$ cat src/rtl/ipdom_split_join_ctrl_pkg.sv
// Shared types for the IPDOM divergence-stack initiator: entry layout,
// request/response records, controller state encoding and sizing helper.
package ipdom_split_join_ctrl_pkg;

   localparam int DFLT_NUM_WARPS   = 4;
   localparam int DFLT_NUM_THREADS = 4;
   localparam int DFLT_PC_WIDTH    = 32;
   localparam int DFLT_DEPTH       = 8;

   // Width of an index able to address n items, never narrower than one bit.
   function automatic int log2up(input int n);
      return (n > 1) ? $clog2(n) : 1;
   endfunction

   localparam int DFLT_NW_WIDTH    = log2up(DFLT_NUM_WARPS);
   localparam int DFLT_ADDRW       = log2up(DFLT_DEPTH);
   localparam int IPDOM_WIDTH      = 2 * DFLT_NUM_THREADS + DFLT_PC_WIDTH;

   // One reconvergence record as stored in the stack.
   typedef struct packed {
      logic [DFLT_NUM_THREADS-1:0] orig_tmask;
      logic [DFLT_NUM_THREADS-1:0] else_tmask;
      logic [DFLT_PC_WIDTH-1:0]    else_pc;
   } ipdom_entry_t;

   typedef struct packed {
      logic [DFLT_NUM_THREADS-1:0] tmask;
      logic [DFLT_NUM_THREADS-1:0] pred;
      logic [DFLT_PC_WIDTH-1:0]    else_pc;
   } split_req_t;

   typedef struct packed {
      logic                   divergent;
      logic [DFLT_ADDRW-1:0]  stack_ptr;
   } join_req_t;

   typedef struct packed {
      logic [DFLT_NW_WIDTH-1:0]    wid;
      logic [DFLT_NUM_THREADS-1:0] tmask;
      logic                        pc_en;
      logic [DFLT_PC_WIDTH-1:0]    pc;
   } wctl_rsp_t;

   typedef enum logic [1:0] {
      IPDOM_IDLE     = 2'd0,
      IPDOM_JOIN_RD  = 2'd1,
      IPDOM_JOIN_POP = 2'd2
   } ipdom_state_e;

endpackage

$ cat src/rtl/ipdom_split_join_ctrl.sv
// IPDOM split/join initiator: turns SPLIT/JOIN requests into stack push/pop
// traffic and returns a single-cycle warp-control update to the scheduler.
module ipdom_split_join_ctrl
   import ipdom_split_join_ctrl_pkg::*;
#(
   parameter int NUM_WARPS   = DFLT_NUM_WARPS,
   parameter int NUM_THREADS = DFLT_NUM_THREADS,
   parameter int PC_WIDTH    = DFLT_PC_WIDTH,
   parameter int DEPTH       = DFLT_DEPTH,
   localparam int NW_WIDTH   = log2up(NUM_WARPS),
   localparam int ADDRW      = log2up(DEPTH),
   localparam int IW         = 2 * NUM_THREADS + PC_WIDTH
) (
   input  logic                       clk,
   input  logic                       reset,
   input  logic                       req_valid_i,
   output logic                       req_ready_o,
   input  logic                       req_is_split_i,
   input  logic [NW_WIDTH-1:0]        req_wid_i,
   input  logic [NUM_THREADS-1:0]     req_tmask_i,
   input  logic [NUM_THREADS-1:0]     req_pred_i,
   input  logic [PC_WIDTH-1:0]        req_else_pc_i,
   input  logic                       req_divergent_i,
   input  logic [ADDRW-1:0]           req_stack_ptr_i,
   output logic [NW_WIDTH-1:0]        stk_wid_o,
   output logic                       stk_push_o,
   output logic                       stk_pop_o,
   output logic [IW-1:0]              stk_d_val_o,
   output logic [ADDRW-1:0]           stk_rd_ptr_o,
   input  logic [IW-1:0]              stk_q_val_i,
   input  logic                       stk_q_idx_i,
   input  logic [NUM_WARPS*ADDRW-1:0] stk_wr_ptr_i,
   input  logic                       stk_empty_i,
   input  logic                       stk_full_i,
   output logic                       rsp_valid_o,
   output logic [NW_WIDTH-1:0]        rsp_wid_o,
   output logic [NUM_THREADS-1:0]     rsp_tmask_o,
   output logic                       rsp_pc_en_o,
   output logic [PC_WIDTH-1:0]        rsp_pc_o,
   output logic                       rsp_divergent_o,
   output logic [ADDRW-1:0]           rsp_stack_ptr_o
);

   ipdom_state_e state_q;
   logic [NW_WIDTH-1:0]    wid_q;
   logic [ADDRW-1:0]       rd_ptr_q;
   logic                   rsp_valid_q;
   logic [NW_WIDTH-1:0]    rsp_wid_q;
   logic [NUM_THREADS-1:0] rsp_tmask_q;
   logic                   rsp_pc_en_q;
   logic [PC_WIDTH-1:0]    rsp_pc_q;
   logic                   rsp_divergent_q;
   logic [ADDRW-1:0]       rsp_stack_ptr_q;

   logic [NUM_THREADS-1:0] taken, ntaken;
   logic                   split_div, is_idle, req_fire, join_div_fire;
   logic [ADDRW-1:0]       wr_ptr_sel;
   logic [NUM_THREADS-1:0] q_orig_tmask, q_else_tmask;
   logic [PC_WIDTH-1:0]    q_else_pc;

   assign taken     = req_tmask_i & req_pred_i;
   assign ntaken    = req_tmask_i & ~req_pred_i;
   assign split_div = (|taken) & (|ntaken);
   assign is_idle   = (state_q == IPDOM_IDLE);

   // A divergent SPLIT must stall while the warp's stack has no room.
   assign req_ready_o   = ~reset & is_idle & ~(req_is_split_i & split_div & stk_full_i);
   assign req_fire      = req_valid_i & req_ready_o;
   assign join_div_fire = req_fire & ~req_is_split_i & req_divergent_i;

   // Write pointer of the requesting warp, reported back as the SPLIT's stack slot.
   assign wr_ptr_sel = stk_wr_ptr_i[req_wid_i*ADDRW +: ADDRW];

   assign stk_wid_o    = is_idle ? req_wid_i : wid_q;
   assign stk_push_o   = req_fire & req_is_split_i & split_div;
   assign stk_pop_o    = ~reset & (state_q == IPDOM_JOIN_POP);
   assign stk_d_val_o  = {req_tmask_i, ntaken, req_else_pc_i};
   assign stk_rd_ptr_o = join_div_fire ? req_stack_ptr_i : rd_ptr_q;

   assign q_orig_tmask = stk_q_val_i[IW-1 -: NUM_THREADS];
   assign q_else_tmask = stk_q_val_i[PC_WIDTH +: NUM_THREADS];
   assign q_else_pc    = stk_q_val_i[PC_WIDTH-1:0];

   assign rsp_valid_o     = rsp_valid_q;
   assign rsp_wid_o       = rsp_wid_q;
   assign rsp_tmask_o     = rsp_tmask_q;
   assign rsp_pc_en_o     = rsp_pc_en_q;
   assign rsp_pc_o        = rsp_pc_q;
   assign rsp_divergent_o = rsp_divergent_q;
   assign rsp_stack_ptr_o = rsp_stack_ptr_q;

   // Controller FSM with registered warp-control response.
   always_ff @(posedge clk) begin
      if (reset) begin
         state_q         <= IPDOM_IDLE;
         wid_q           <= '0;
         rd_ptr_q        <= '0;
         rsp_valid_q     <= 1'b0;
         rsp_wid_q       <= '0;
         rsp_tmask_q     <= '0;
         rsp_pc_en_q     <= 1'b0;
         rsp_pc_q        <= '0;
         rsp_divergent_q <= 1'b0;
         rsp_stack_ptr_q <= '0;
      end else begin
         rsp_valid_q <= 1'b0;
         case (state_q)
            IPDOM_IDLE: begin
               if (req_fire) begin
                  rsp_wid_q <= req_wid_i;
                  if (req_is_split_i) begin
                     rsp_valid_q     <= 1'b1;
                     rsp_tmask_q     <= split_div ? taken : req_tmask_i;
                     rsp_pc_en_q     <= ~|taken;
                     rsp_pc_q        <= req_else_pc_i;
                     rsp_divergent_q <= split_div;
                     rsp_stack_ptr_q <= wr_ptr_sel;
                  end else if (req_divergent_i) begin
                     wid_q    <= req_wid_i;
                     rd_ptr_q <= req_stack_ptr_i;
                     state_q  <= IPDOM_JOIN_RD;
                  end else begin
                     rsp_valid_q     <= 1'b1;
                     rsp_tmask_q     <= req_tmask_i;
                     rsp_pc_en_q     <= 1'b0;
                     rsp_divergent_q <= 1'b0;
                  end
               end
            end
            IPDOM_JOIN_RD: state_q <= IPDOM_JOIN_POP;
            IPDOM_JOIN_POP: begin
               rsp_valid_q     <= 1'b1;
               rsp_wid_q       <= wid_q;
               rsp_divergent_q <= 1'b0;
               if (!stk_q_idx_i) begin
                  rsp_tmask_q <= q_else_tmask;
                  rsp_pc_en_q <= 1'b1;
                  rsp_pc_q    <= q_else_pc;
               end else begin
                  rsp_tmask_q <= q_orig_tmask;
                  rsp_pc_en_q <= 1'b0;
               end
               state_q <= IPDOM_IDLE;
            end
            default: state_q <= IPDOM_IDLE;
         endcase
      end
   end

`ifndef SYNTHESIS
   // Flag stack misuse by the surrounding pipeline.
   always_ff @(posedge clk) begin
      if (!reset) begin
         assert (!(stk_push_o && stk_full_i))
            else $error("ipdom: push while stack full");
         assert (!(stk_pop_o && stk_empty_i))
            else $error("ipdom: pop while stack empty");
         assert (!(join_div_fire && (int'(req_stack_ptr_i) >= DEPTH)))
            else $error("ipdom: join stack pointer out of range");
      end
   end
`endif

endmodule

$ cat config.mk
export PLATFORM = sky130hd
export DESIGN_NAME = ipdom_split_join_ctrl
export DESIGN_NICKNAME = d
export VERILOG_FILES = /design/src/rtl/ipdom_split_join_ctrl_pkg.sv /design/src/rtl/ipdom_split_join_ctrl.sv
export SDC_FILE = /design/constraint.sdc
export NUM_CORES = 1
export LEC_CHECK = 0
export ABC_CLOCK_PERIOD_IN_PS = 5200
export BUFFER_PORTS_ARGS = -buffer_cell sky130_fd_sc_hd__buf_2
export CORE_ASPECT_RATIO = 0.5
export CORE_MARGIN = 1.5
export CORE_UTILIZATION = 46
export DETAILED_ROUTE_END_ITERATION = 16
export GPL_TIMING_DRIVEN = 0
export PLACE_DENSITY = 0.9
export SETUP_SLACK_MARGIN = 0.5
export SYNTH_ARGS = -nofsm -noshare
export SYNTH_HDL_FRONTEND = slang
export SYNTH_SLANG_ARGS = --single-unit
$ cat constraint.sdc
create_clock -name clk -period 5.2 [get_ports clk]
set_clock_uncertainty 0.2 [all_clocks]
set_input_delay 1.04 -clock clk [delete_from_list [all_inputs] [get_ports clk]]
set_output_delay 1.04 -clock clk [all_outputs]
set_load 0.05 [all_outputs]
==> qor.yml, run 1 <==
final_layout:
  final_layout_size_suffix_gt1_share_pct: 54.1
  area_delta_synth_final_pct: 40.5
  finalNetCount: 640
  register_area_um2: 1020
  final_common_cell: "buf_2"
  finish.utilization_pct: 68.3
  mostFrequentLayoutCells: "buf_2 (196), nand2_1 (70), dfxtp_1 (51)"
  fin_area_um2: 4220
  diodes: 0
  multi_input_area_um2: 1560
  fillers: 533
setup_path:
  worstRegToRegCells: 5
  cp-end-kind: "primary output"
  path_class: "in2out"
  worst_ep_required_time_ns: 3.96
  r2r-start: "state_q[0]"
  worstSetupStartpointType: "input pin"
  timing.critical_path.arrival_ns: 2.49
  critPathLaunch: "reset"
  worstPathMaxFanout: 6
min_path:
  min-delay-path-class: "reg2reg"
  hold-path-cell-count: 2
  worstHoldStart: "rsp_tmask_o[2]"
logic_synthesis:
  syn_area_per_cell_um2: 8.98
  ys_types: 36
  ys_ff_latch: 51
  async_flop_share_pct: 0
  syn_area_um2: 3010
  synthFlopType: "dfxtp_1"
  netlist_instances: 335
  synth_edf_count: 0
  synth_seq_area_share_pct: 34.0
  ys_warn_count: 0
  synth_nets: 440
detailed_routing:
  wl_per_cell_um: 14.0
  vias: 3138
  drtIter0Drc: 194
  wl_mm: 8.73
  postRouteAntennaNets: 0
  drtPass1Iterations: 4
  routed_via_density: 5.03
  drc_errors: 0
clock_network:
  clockBufferDepth: 2
  cts_hold_buf: 0
  cts_root_buf: "clkbuf_16"
  cts_tree: "done"
  cts_setup_buffers: 0
  h-tree-depth: 2
  path_clk_slew_ns: 0.07
  clock-sinks: 51
  tritoncts.num_buffers: 5
  clk_latency_ns: 0.29
  cts_resized: 0
global_routing:
  use_met1_pct: 29.0
  antenna_found_initial: 0
  grt.total_usage_pct: 23.6
  grt_pass1_wl_mm: 13.4
  grt_pass1_vias: 2892
  gr-total-overflow: 0
  grt_max_degree: 16
  grtUsageMet2_pct: 42.6
  use_met3_pct: 5.53
  grt-busiest-layer: "met2"
pwr:
  p_clk_share_pct: 29.8
  ir_drop_v: 0.000214
  p_leak_nw: 2.10
  power_switching_mw: 0.389
  power_frac_comb_pct: 31.9
  swShare_pct: 35.5
  p_int_mw: 0.708
  p_seq_share_pct: 38.3
  power_density_nw_per_um2: 260
sta:
  drv_slew: 0
  fin_crit_ns: 3.73
  timing.final.crit_share_pct: 71.7
  fin_setup_tns_ns: 0
  slew_headroom_pct: 52.9
  worstMarginPinSlew_ns: 0.707
  finalHoldViolations: 0
  fmax_mhz: 268
  setup_viol: 0
  hold_slack_ns: 0.261
  rsz0062_at_grt: "no"
die:
  fp.dieH_um: 60.2
  die_area_um2: 7060
  start_util_pct: 48.6
  fp-row-count: 20
  die_x_um: 117
  pin_count: 197
  core_um2: 6180
run:
  cap_violations: 0
place:
  portBuffers: 193
  place_area_um2: 4080
  globalplace.congestion: 0.911
  place_hpwl_mm: 6.88
run_status:
  status: "finished, final reports clean"
[metrics by stage]
step                      std cells  power, mW  setup WS, ns
after CTS                       624       1.10          1.49
final                           624       1.10          1.47
after global routing            624       1.14          1.35
after detailed placement        616      0.779          1.50
after floorplan                 335      0.681          1.52
after global placement          616      0.773          1.50
[final cells by class]
class	instances	area share (%)
Buffer	64	9.86
Clock buffer	6	3.05
Clock inverter	2	0.296
Inverter	3	0.267
Multi-Input combinational cell	217	36.9
Sequential cell	51	24.2
Tap cell	88	2.61
Timing Repair Buffer	193	22.9
[layer usage]
metal	up-vias	part of all wire [%]
met5	-	0
met4	0	0.92
met3	10	4.9
met2	100	51
met1	1481	43
li1	1547	-
[synth_stat cells (2+ instances only)]
library cell / n / area [µm²]
nand2_1: 70 / 263
dfxtp_1: 51 / 1020
buf_4: 38 / 285
nor3_1: 35 / 175
a311oi_2: 30 / 450
clkbuf_1: 19 / 71.3
mux2i_1: 15 / 150
nor2_1: 14 / 52.6
a21oi_1: 6 / 30.0
mux2_2: 6 / 67.6
nor3b_1: 5 / 37.5
a211o_1: 4 / 35.0
buf_6: 4 / 45.0
and2_1: 3 / 18.8
and2b_1: 3 / 22.5
buf_2: 3 / 15.0
inv_1: 3 / 11.3
mux4_2: 3 / 67.6
nor2b_1: 3 / 18.8
a311oi_1: 2 / 17.5
nand2b_1: 2 / 12.5
o21ai_0: 2 / 10.0
[final timing paths]
kind / to / slack, ns
max: stk_rd_ptr_o[2] / 1.47
min: rsp_tmask_o[2] / 0.26
min reg2reg: rsp_tmask_o[2] / 0.26
max reg2reg: rsp_pc_o[30] / 3.08
[logic make-up after synthesis]
| kind of cell | Yosys count | share of synthesized area (%) |
|---|---|---|
| AND/OR/NAND/NOR | 141 | 21.8 |
| AO/OA/AOI/OAI | 52 | 20.6 |
| flip-flops | 51 | 34.0 |
| multiplexers | 24 | 9.49 |
| buffers and inverters | 67 | 14.2 |
[sequential cells by signal (all words and copies together) (netlist names), 2 cells and up]
signal and count:
rsp_tmask_o 4, rsp_pc_o 32, rsp_stack_ptr_o 3, rd_ptr_q 3, rsp_wid_o 2, wid_q 2
state_q 2
[worst max-delay path, cell delays in order]
cell      delay (ns)
buf_2           0.11
nand2b_1        0.15
nor3_1          0.34
nand2_1         0.28
mux2_2          0.34
buf_2           0.21
[power groups by stage]
| stage | Combinational, mW | Clock [mW] | Sequential, mW |
|---|---|---|---|
| floorplan | 0.187 | 0 | 0.494 |
| global placement | 0.345 | 0 | 0.428 |
| detailed placement | 0.350 | 0 | 0.429 |
| CTS | 0.351 | 0.330 | 0.420 |
| global route | 0.369 | 0.351 | 0.422 |
| finish | 0.350 | 0.326 | 0.420 |
No activity file was read; power rests on OpenSTA's default activity.
==> run 2, diff against run 1 <==
--- a/config.mk
+++ b/config.mk
@@ -5,14 +5,15 @@
 export SDC_FILE = /design/constraint.sdc
 export NUM_CORES = 1
 export LEC_CHECK = 0
-export ABC_CLOCK_PERIOD_IN_PS = 5200
+export ABC_AREA = 1
+export ABC_CLOCK_PERIOD_IN_PS = 3760
 export BUFFER_PORTS_ARGS = -buffer_cell sky130_fd_sc_hd__buf_2
 export CORE_ASPECT_RATIO = 0.5
 export CORE_MARGIN = 1.5
-export CORE_UTILIZATION = 46
+export CORE_UTILIZATION = 43
 export DETAILED_ROUTE_END_ITERATION = 16
 export GPL_TIMING_DRIVEN = 0
-export PLACE_DENSITY = 0.9
+export PLACE_DENSITY = 0.84
 export SETUP_SLACK_MARGIN = 0.5
 export SYNTH_ARGS = -nofsm -noshare
 export SYNTH_HDL_FRONTEND = slang
==> constraint.sdc (replaced) <==
create_clock -name clk -period 3.76 [get_ports clk]
set_clock_uncertainty 0.2 [all_clocks]
set_input_delay 0.752 -clock clk [delete_from_list [all_inputs] [get_ports clk]]
set_output_delay 0.752 -clock clk [all_outputs]
set_load 0.05 [all_outputs]
==> qor.yml, run 2 <==
logic_synthesis:
  synth_seq_area_share_pct: 33.0  # -0.92 points
  syn_area_per_cell_um2: 5.86  # -35%
  ys_ff_latch: 51  # unchanged
  synth_edf_count: 0  # unchanged
  synth_common_cells: "nand2_1 (201), nor2_1 (97), inv_1 (64)"
  synth_nets: 632  # +44%
  synth_top_cell_area_share_pct: 33.0  # -0.92 points
  yosys.area.top_type: "dfxtp_1"
  netlist_instances: 527  # +57%
  syn_area_um2: 3090  # +2.8%
  synthTopCellsByArea: "dfxtp_1 (33%), nand2_1 (24%), nor2_1 (12%)"
  synthFlopType: "dfxtp_1"
  ys_types: 21  # -42%
  synth.most_common_cell: "nand2_1"
  async_flop_share_pct: 0  # unchanged
  ys_warn_count: 0  # unchanged
clock_network:
  cts_tree: "done"
  clock-sinks: 51  # unchanged
  h-tree-depth: 2  # unchanged
  cts_root_buf: "clkbuf_16"
  clockBufferDepth: 2  # unchanged
  clk_latency_ns: 0.29  # about the same
  path_clk_slew_ns: 0.07  # about the same
  tritoncts.num_buffers: 5  # unchanged
place:
  portBuffers: 194  # +0.52%
  dp_cells: 813  # +32%
  globalplace.congestion: 0.837  # -8.1%
  place_hpwl_mm: 6.85  # -0.49%
die:
  pin_count: 197  # unchanged
  die_x_um: 123  # +4.7%
  core_um2: 6810  # +10%
  fp-row-count: 21  # +5.0%
  die_area_um2: 7740  # +9.6%
  fp.dieH_um: 62.9  # +4.6%
  start_util_pct: 45.4  # -3.2 points
final_layout:
  finalNetCount: 836  # +31%
  diodes: 0  # unchanged
  final_layout_size_suffix_gt1_share_pct: 36.1  # -18 points
  final_cells: 824  # +32%
  fillers: 710  # +33%
  area_delta_synth_final_pct: 41.9
  multi_input_area_um2: 1450  # -7.0%
  largest_reg_flops: 32  # unchanged
  mostFrequentLayoutCells: "nand2_1 (201), buf_2 (198), nor2_1 (97)"
  register_area_um2: 1020  # unchanged
  final_common_cell: "nand2_1"
global_routing:
  grt_max_degree: 16  # unchanged
  grt.total_usage_pct: 22.1  # -1.4 points
  antenna_found_initial: 0  # unchanged
  grt_pass1_vias: 3187  # +10%
  grt_pass1_wl_mm: 13.9  # +3.8%
  gr-total-overflow: 0  # unchanged
detailed_routing:
  postRouteAntennaNets: 0  # unchanged
  drtPass1Iterations: 5  # +1
  routed_via_density: 4.40  # -12%
  drc_errors: 0  # unchanged
  vias: 3627  # +16%
  drtIter0Drc: 156  # -20%
  wl_per_cell_um: 10.6  # -24%
  wl_mm: 8.74  # +0.17%
setup_path:
  cpPeakStageDelay_ns: 0.22  # -0.12 ns
  path_cells: "buf_2, nand2_1, nand2_1, nor2_1, nor2_1, nand3_2, nand3_2, nor2_4, clkbuf_2, o21ai_0, inv_1, clkbuf_4"
  worst_ep_required_time_ns: 2.81  # -1.15 ns
  rrSetupSlack_ns: 1.78  # -1.30 ns
  worstPathMaxFanout: 5  # -1
  path_class: "in2out"
  path_delay_family: "simple AND/OR/NAND/NOR gates"
  worstSetupStartpointType: "input pin"
  cp_num_buf_inv: 4  # +2
  cp-end-kind: "primary output"
  timing.critical_path.arrival_ns: 2.18  # -0.31 ns
  crit_slowest_cell: "clkbuf_4"
pwr:
  power_density_nw_per_um2: 370  # +42%
  ir_drop_v: 0.000204  # -4.8%
  p_leak_nw: 2.74  # +30%
  totalPowerFinal_mw: 1.62  # +48%
sta:
  fin_setup_tns_ns: 0  # unchanged
  finalHoldViolations: 0  # unchanged
  drv_slew: 0  # unchanged
  setup_viol: 0  # unchanged
  timing.final.crit_share_pct: 83.2
  fmax_mhz: 320
  slew_headroom_pct: 67.0  # +14 points
  fin_crit_ns: 3.13
  worstMarginPinSlew_ns: 0.495  # -0.212 ns
  rsz0062_at_grt: "yes"
min_path:
  min-delay-path-class: "reg2reg"
run:
  cap_violations: 0  # unchanged
run_status:
  status: "finished, final reports clean"
[run 2: cell count changes in the layout (fill, tap and decap cells not counted), moves of 6 or more]
cell / delta
a311oi_2: -30
nand3_1: +11
nor3_1: -33
inv_1: +61
mux2i_1: -15
clkbuf_1: -11
mux2_2: -6
o21ai_0: +17
nor2_1: +83
nand2_1: +131
[run 2: routing by layer]
| metal | global-route usage, % | part of all wire (%) | up-vias |
|---|---|---|---|
| li1 | - | - | 1928 |
| met1 | 25.0 | 43 | 1609 |
| met2 | 42.2 | 52 | 82 |
| met3 | 4.56 | 4.2 | 8 |
| met4 | 5.38 | 1.1 | 0 |
| met5 | 0 | 0 | - |
[run 2: worst paths after layout]
path,startpoint,end,cells after the start
worst max register to register,state_q[0],rsp_pc_o[2],10
worst min register to register,wid_q[0],wid_q[0],2
worst min-delay path,wid_q[0],wid_q[0],2
worst max-delay path,req_tmask_i[2],stk_rd_ptr_o[1],12
[run 2: power breakdown]
| part | total (mW) | switching, mW | internal [mW] |
|---|---|---|---|
| Clock | 0.482 | 0.199 | 0.283 |
| Combinational | 0.547 | 0.381 | 0.166 |
| Sequential | 0.593 | 0.0158 | 0.577 |
[run 2: metrics by stage]
step	instance area, µm²	utilization (%)	hold slack [ns]	worst slack [ns]
6_report	4380	64.4	0.263	0.632
5_1_grt	4380	64.4	0.284	0.479
4_1_cts	4340	63.7	0.264	0.537
3_5_place_dp	4180	61.4	0.256	0.544
3_3_place_gp	4180	61.4	0.249	0.601
2_1_floorplan	3090	-	0.240	0.910
[run 2: tightest hold or removal path, stage by stage (launching register included)]
cell and delay, ns:
dfxtp_1 0.31, nand2_1 0.06, a21oi_1 0.05
[run 2: logic make-up after synthesis]
logic type / count (synthesis) / share of synthesized area [%]
compound gates: 32 / 5.30
buf+inv: 123 / 20.4
flops: 51 / 33.0
simple gates: 321 / 41.3
[run 2: cell type report]
| class | count | area share, % |
|---|---|---|
| clock inverters | 1 | 0.171 |
| multi-input cells | 353 | 33.0 |
| plain buffers | 55 | 8.56 |
| inverters | 68 | 5.82 |
| repair buffers | 197 | 23.0 |
| flip-flops and latches | 51 | 23.3 |
| clock buffers | 7 | 3.48 |
| well taps | 92 | 2.63 |
[run 2: repair_timing]
item	in CTS	in global routing
hold buffers	0	0
gates resized for setup	0	4
endpoints found under the setup margin	0	4
setup buffers	0	3
